<file path="config.mk">
export PLATFORM = sky130hd
export DESIGN_NAME = jt51_noise_pred
export DESIGN_NICKNAME = d
export VERILOG_FILES = /design/src/rtl/jt51_noise_pkg.sv /design/src/rtl/jt51_noise_pred.sv
export SDC_FILE = /design/constraint.sdc
export NUM_CORES = 1
export LEC_CHECK = 0
export ABC_AREA = 0
export BUFFER_PORTS_ARGS = -buffer_cell sky130_fd_sc_hd__buf_2
export CORE_AREA = 2 2 46 48
export DETAILED_ROUTE_END_ITERATION = 10
export DIE_AREA = 0 0 48 50
export PLACE_DENSITY = 0.79
export SYNTH_ARGS = -nofsm -noshare
export SYNTH_HDL_FRONTEND = slang
export SYNTH_SLANG_ARGS = --single-unit
export TNS_END_PERCENT = 20
</file>
<file path="constraint.sdc">
create_clock -name clk -period 2.6 [get_ports clk]
set_input_delay 0.26 -clock clk [delete_from_list [all_inputs] [get_ports clk]]
set_output_delay 0.26 -clock clk [all_outputs]
set_load 0.005 [all_outputs]
</file>
<file path="src/rtl/jt51_noise_pkg.sv">
// Shared definitions for the JT51 noise LFSR checker and its generator model.
// The step-detect and prediction helpers are also used by the generator bench.
package jt51_noise_pkg;

  localparam int          LFSR_W     = 17;
  localparam int          TAP_A      = 16;
  localparam int          TAP_B      = 13;
  localparam logic [16:0] NOISE_INIT = 17'd14220;

  typedef enum logic {
    ST_HUNT = 1'b0,
    ST_LOCK = 1'b1
  } chk_state_e;

  // A noise step is any cycle where the strobe differs from its previous value.
  function automatic logic noise_step(input logic base, input logic last_base);
    return base != last_base;
  endfunction

  // Next bit of the XNOR recurrence s[n+17] = ~(s[n] ^ s[n+3]).
  function automatic logic noise_pred(input logic [LFSR_W-1:0] hist);
    return ~(hist[TAP_A] ^ hist[TAP_B]);
  endfunction

endpackage

</file>
<file path="src/rtl/jt51_noise_pred.sv">
// History shift register, step detection and next-bit prediction for the
// noise checker. hist bit 0 holds the newest sample.
module jt51_noise_pred
  import jt51_noise_pkg::*;
(
  input  logic              clk,
  input  logic              rst,
  input  logic              base_i,
  input  logic              din_i,
  output logic              step_o,
  output logic              match_o,
  output logic [LFSR_W-1:0] hist_o,
  output logic [LFSR_W-1:0] hist_next_o
);

  logic              last_base_q;
  logic [LFSR_W-1:0] hist_q;
  logic [LFSR_W-1:0] hist_d;

  assign step_o      = noise_step(base_i, last_base_q);
  // The prediction uses the history before the incoming sample is shifted in.
  assign match_o     = (din_i == noise_pred(hist_q));
  assign hist_next_o = {hist_q[LFSR_W-2:0], din_i};
  assign hist_d      = step_o ? hist_next_o : hist_q;
  assign hist_o      = hist_q;

  // NOTE: sequential state uses non-blocking assignments so every register
  // samples pre-edge values regardless of statement order.
  always_ff @(posedge clk or posedge rst) begin
    if (rst) begin
      last_base_q <= 1'b0;
      hist_q      <= '0;
    end else begin
      last_base_q <= base_i;
      hist_q      <= hist_d;
    end
  end

endmodule

</file>
# Yosys cells after proc, flatten, opt, wreduce, memory -nomap -nowiden
# Index checks and enable logic that the tools add are counted.
# totals
inputBits	4
wordCells	6
out_inout_bits	36
ff_bits	18
# op_classes
eq_ne	2
n_bitwise	2
# op_table
cell	count
1-bit == test	1
1-bit != test	1
1-bit NOT	1
1-bit XOR	1

# Depth between registers and ports, before layout
# Gate-level depths: netlist (run 1).
# logic_depth
depth_word	3
depth_mapped	3
depth_no_buf	2

# Worst setup path after synthesis (run 1)
# No wires, ideal clock.
# synth_timing
path_type	register to register
startpoint	reg last_base_q
endpoint	reg hist_q[10], in the netlist hist_o[10]
setup_slack_ns	1.269
stages_incl_launch_ff	4
required_ns	2.475
setup_time_ns	0.125
arrival_time_ns	1.206
path_buffers	1
path_cell_list	dfrtp_1 xnor2_4 buf_6 mux2_4
# synth_via
elab_chain_len	1
# synth_rtl
item	line	source
from (decl)	jt51_noise_pred.sv:16	logic last_base_q;
from (signal assigned)	jt51_noise_pred.sv:34	last_base_q <= base_i;
1-bit != test	jt51_noise_pkg.sv:17	return base != last_base;
to (signal assigned)	jt51_noise_pred.sv:35	hist_q <= hist_d;
to (decl)	jt51_noise_pred.sv:17	logic [LFSR_W-1:0] hist_q;
# No other way between the ends.
# A chain may end at the register's enable or synchronous reset.

# Worst setup path after layout (run 1)
# layout_timing
startpoint	reg last_base_q
endpoint	out step_o
# layout_via
elab_chain_len	1
# layout_rtl
item	line	source
1-bit != test	jt51_noise_pkg.sv:17	
to (decl)	jt51_noise_pred.sv:10	output logic step_o,
# No other way between the ends.

==> results of run 1 <==
==> kinds of logic after synthesis <==
group,Yosys count
XOR/XNOR,3
multiplexers,17
flip-flops,18
buffers and inverters,20
==> cell usage after synthesis <==
cell type  number
mux2_2          8
buf_4          17
dfrtp_1        18
inv_1           2
buf_6           1
xnor2_1         2
xnor2_4         1
mux2_4          9
==> power by group through the flow <==
stage                     sequential, uW  combinational [uW]  clock (uW)
after floorplan                      524                 388           0
after global placement               518                 500           0
after detailed placement             527                 502           0
after CTS                            519                 504         174
after global routing                 544                 556         184
final                                516                 495         164
==> metal layers <==
metal | wire length (um) | share of wire | global-route usage | vias up
met5 | 0 | 0 | 0 | -
met2 | 713 | 0.57 | 0.209 | 19
met3 | 63 | 0.050 | 0.0110 | 2
met1 | 454 | 0.36 | 0.134 | 243
li1 | - | - | - | 224
met4 | 27 | 0.021 | 0.0676 | 0
==> cell usage in the layout, fill, tap and decap left out <==
cell      netlist  routed
xnor2_1         2       2
mux2_4          9       9
clkbuf_8        0       1
xnor2_4         1       1
dfrtp_1        18      18
mux2_2          8       8
clkbuf_4        0       3
buf_2           0      39
inv_1           2       2
==> area by class of cell <==
cell class / count / area (um2)
fill: 162 / 908
tap: 27 / 33.8
multi-input combinational: 20 / 270
clock buffer: 4 / 36.3
sequential: 18 / 450
timing repair buffer: 39 / 195
inverter: 2 / 7.51
==> worst paths after layout <==
path                        startpoint           to  slack [ns]  cells past startpoint
min in group clk                base_i  last_base_q        0.16                      1
hold / removal                     rst    hist_o[3]        0.06                      2
setup reg to reg           last_base_q    hist_o[1]        1.05                      2
setup / recovery           last_base_q       step_o        0.81                      3
hold reg to reg             hist_o[10]   hist_o[11]        0.56                      1
max in group asynchronous          rst   hist_o[10]        2.11                      2
==> worst max-delay path, stage by stage (launching register included) <==
cell and delay, ns:
dfrtp_1 0.44, xnor2_4 0.59, inv_1 0.08, buf_2 0.14
==> sequential cells by signal, summed over array words and instances (netlist names) <==
name / cells
hist_o: 17
last_base_q: 1
==> through the flow <==
stage	cells	setup slack (ns)
after floorplan	58	1.27
after global placement	106	1.09
after detailed placement	106	1.05
after CTS	110	0.778
after global routing	110	0.698
final	110	0.808
==> impl_metrics.tcl, run 1 <==
set metrics [dict create \
    design_area_um2 993 \
    relSlewSlack 0.551 \
    switching_power_uw 363 \
    io_buffers 39 \
    vias_per_cell 4.44 \
    finalSetupViolCount 0 \
    grt_pass1_vias 463 \
    clkLatencyLatePin_ns 0.28 \
    hold_viol_final 0 \
    drt_pass1_iterations 4 \
    htree_levels 1 \
    wire_per_inst_um 11.4 \
    fin_crit_ns 1.79 \
    cts_resized 0 \
    postCtsSetupBuffers 0 \
    finClkSkew_ns 0.00586 \
    initialDrtViolationCount 4 \
    yosys.area_share.adder 0 \
    io_pins 40 \
    end_kind "output port" \
    critPathLaunchType "flip-flop" \
    rows 16 \
    grt_max_degree 19 \
    worstMarginPinSlew_ns 0.673 \
    synth_top_area_frac 0.519 \
    timing.hold.ws_ns 0.0602 \
    intPower_uw 812 \
    drcViolationCount 0 \
    postCtsHoldBufs 0 \
    required_ns 2.34 \
    share_comb_of_total_power 0.421 \
    clockBufferDepth 2 \
    ant_nets 0 \
    overflow 0 \
    wirelength_um 1260 \
    dp_hpwl_um 969 \
    antenna_found_initial 0 \
    p_per_area_nw_per_um2 1180 \
    nets 88 \
    yosysTopAreaCell "dfrtp_1" \
    synth_area_per_cell_um2 14.9 \
    grt_pass1_wl_um 2060 \
    synthSimpleGateAreaFrac 0 \
    syn_nets 62 \
    cts_buffers 3 \
    clock-sinks 18 \
    seq_power_share 0.439 \
    clk_pin_slew_ns 0.10 \
    hp-class "in -> async" \
    core_um2 1900 \
    swShare 0.309 \
    slew_violations 0 \
    synth_top_family_by_area "multiplexers" \
    vdd_drop_max_mv 0.378 \
    grt_usage 0.120 \
    cp_max_fo 18 \
    gp_congestion 0.579 \
    status "completed" \
    cts_tree "yes" \
    synth_compound_area_frac 0 \
    ys_ff_latch 18 \
    critical_path_class "reg -> out" \
    vias 488 \
    synth_cell_types 8 \
    die_h_um 50 \
    synth_area_leaders "dfrtp_1 (52%), mux2_4 (16%), buf_4 (15%)" \
    cts-root-buf "clkbuf_4" \
    start_util 0.456 \
    synthToLayoutAreaGrowth_pct 14.6 \
    muxShareOfSynthArea 0.260 \
    fin_crit_sh 0.689 \
    total_power_uw 1170 \
    drv_cap 0 \
    cp.arrival_ns 1.53 \
    pwr-share-clk 0.140 \
    placed_area_um2 957 \
    final_util 0.522 \
    netlist_instances 58 \
    ys_seq_area_frac 0.519 \
    chipWidth_um 48 \
    rsz0062_at_grt "false" \
    fmax_ghz 0.558 \
    synth-xor-area-share 0.0519 \
    synthesis.area_um2 867 \
    tns_ns 0 \
    drive_gt1_frac 0.735 \
    diodes 0 \
    p_leak_uw 0.000526 \
    ys_warn_count 0 \
    die_area_um2 2400 \
]
(Power assumes the default switching activity.)
==> inputs of run 2 (changes only) <==
- CORE_AREA: 2 2 46 48 -> 2 2 50 52
- DIE_AREA: 0 0 48 50 -> 0 0 52 54
- PLACE_DENSITY: 0.79 -> 0.7
- clock period: 2.6 -> 1.5 ns (I/O delays scaled with it)
==> run 2 against run 1 <==
Against the previous run:
- design area up 2.9%
- final cell count up 5.5%
- clock power up 79%
- flip-flop and latch count unchanged
- sequential share of layout area fell by 1.3 points
- non-clock buffer count grew 3
==> impl_metrics.tcl, run 2 (synthesis gave the netlist of run 1 again) <==
set metrics [dict create \
    status "completed" \
    p_leak_uw 0.000540 \
    grt_usage 0.110 \
    fmax_ghz 0.725 \
    end_kind "output port" \
    clkLatencyLatePin_ns 0.28 \
    chipWidth_um 52 \
    vias 495 \
    critPathLaunchType "flip-flop" \
    drcViolationCount 0 \
    ant_nets 0 \
    hp-class "in -> reg" \
    die_area_um2 2810 \
    wl_met3_um 71 \
    drv_cap 0 \
    start_util 0.374 \
    regToRegSetupSlack_ns 0.20 \
    largest_register_ffs 17 \
    cts_buffers 3 \
    cp.arrival_ns 1.23 \
    hold_end "last_base_q" \
    clockBufferDepth 2 \
    htree_levels 1 \
    route.met2.wl_um 696 \
    slew_violations 0 \
    rsz0062_at_grt "false" \
    initialDrtViolationCount 0 \
    rr_endpoint "hist_o[0]" \
    fin_cells 116 \
    cp_max_fo 7 \
    io_buffers 39 \
    r2r_cells 3 \
    hold_viol_final 0 \
    tns_ns 0 \
    place_inst 111 \
    highest_layer "met4" \
    cts_resized 0 \
    antenna_found_initial 0 \
    hold_depth 1 \
    cts_tree "yes" \
    fin_crit_sh 0.920 \
    grt_pass1_wl_um 2180 \
    drive_gt1_frac 0.733 \
    clock-sinks 18 \
    gp_congestion 0.656 \
    final_common_cell "buf_2" \
    die_h_um 54 \
    vias_per_cell 4.27 \
    fin_crit_ns 1.38 \
    hp-start "base_i" \
    synthToLayoutAreaGrowth_pct 17.9 \
    final_cell_mix "buf_2 (39), dfrtp_1 (18), mux2_4 (9), mux2_2 (8), clkbuf_4 (3)" \
    relSlewSlack 0.551 \
    overflow 0 \
    p_per_area_nw_per_um2 2020 \
    io_pins 40 \
    dp_hpwl_um 1030 \
    clk_pin_slew_ns 0.10 \
    wirelength_um 1380 \
    reg2reg_from "last_base_q" \
    core_um2 2320 \
    wire_per_inst_um 11.9 \
    cts-root-buf "clkbuf_4" \
    drt_pass1_iterations 1 \
    grt_max_degree 19 \
    grt_pass1_vias 484 \
    rows 18 \
    postCtsSetupBuffers 0 \
    finalSetupViolCount 0 \
    diodes 0 \
    finClkSkew_ns 0.000661 \
    critical_path_class "reg -> out" \
    postCtsHoldBufs 1 \
    wl_met1_um 593 \
    nets 91 \
    required_ns 1.35 \
    worstMarginPinSlew_ns 0.672 \
    fillCellCount 220 \
    vdd_drop_max_mv 0.771 \
]
-- run 2: changes by cell type in the layout (fill, tap and decap cells not counted), sizes merged --
cell / change
buf: +2
dlygate4sd3: +1
-- run 2: per-layer routing --
layer	global-route usage	vias up
met5	0	-
met4	0.0789	0
met3	0.0250	2
met2	0.179	22
met1	0.129	241
li1	-	230
-- run 2: worst max-delay path by stage --
stage	end	slack [ns]	start	cells past startpoint
2_1_floorplan	hist_o[10]	0.17	last_base_q	3
3_3_place_gp	hist_o[2]	0.23	last_base_q	3
3_5_place_dp	hist_o[0]	0.21	last_base_q	3
4_1_cts	step_o	0.1	last_base_q	4
5_1_grt	step_o	0.03	last_base_q	4
6_report	step_o	0.12	last_base_q	4
-- run 2: area by class of cell --
cell class	count	area, um2	share of cell area
Timing Repair Buffer	42	220	0.215
Sequential cell	18	450	0.441
Clock buffer	4	36.3	0.0355
Tap cell	30	37.5	0.0367
Multi-Input combinational cell	20	270	0.264
Inverter	2	7.51	0.00734
-- run 2: critical path, stage by stage, from the launching register on --
cell	delay, ns
dfrtp_1	0.44
xnor2_4	0.17
buf_4	0.18
inv_1	0.04
buf_2	0.12
-- run 2: where the power goes --
group / switching [uW] / internal (uW)
combinational: 299 / 572
clock: 145 / 148
sequential: 207 / 695
-- run 2: stage by stage --
stage          power [uW]  hold slack [ns]  utilization  setup slack, ns  area (um2)
6_report             2070           0.0393        0.441            0.120        1020
3_3_place_gp         1780            0.270        0.421            0.228         976
2_1_floorplan        1580           0.0886            -            0.169         867
4_1_cts              2110           0.0293        0.441           0.0989        1020
5_1_grt              2240           0.0198        0.441           0.0325        1020
3_5_place_dp         1810            0.287        0.421            0.206         976
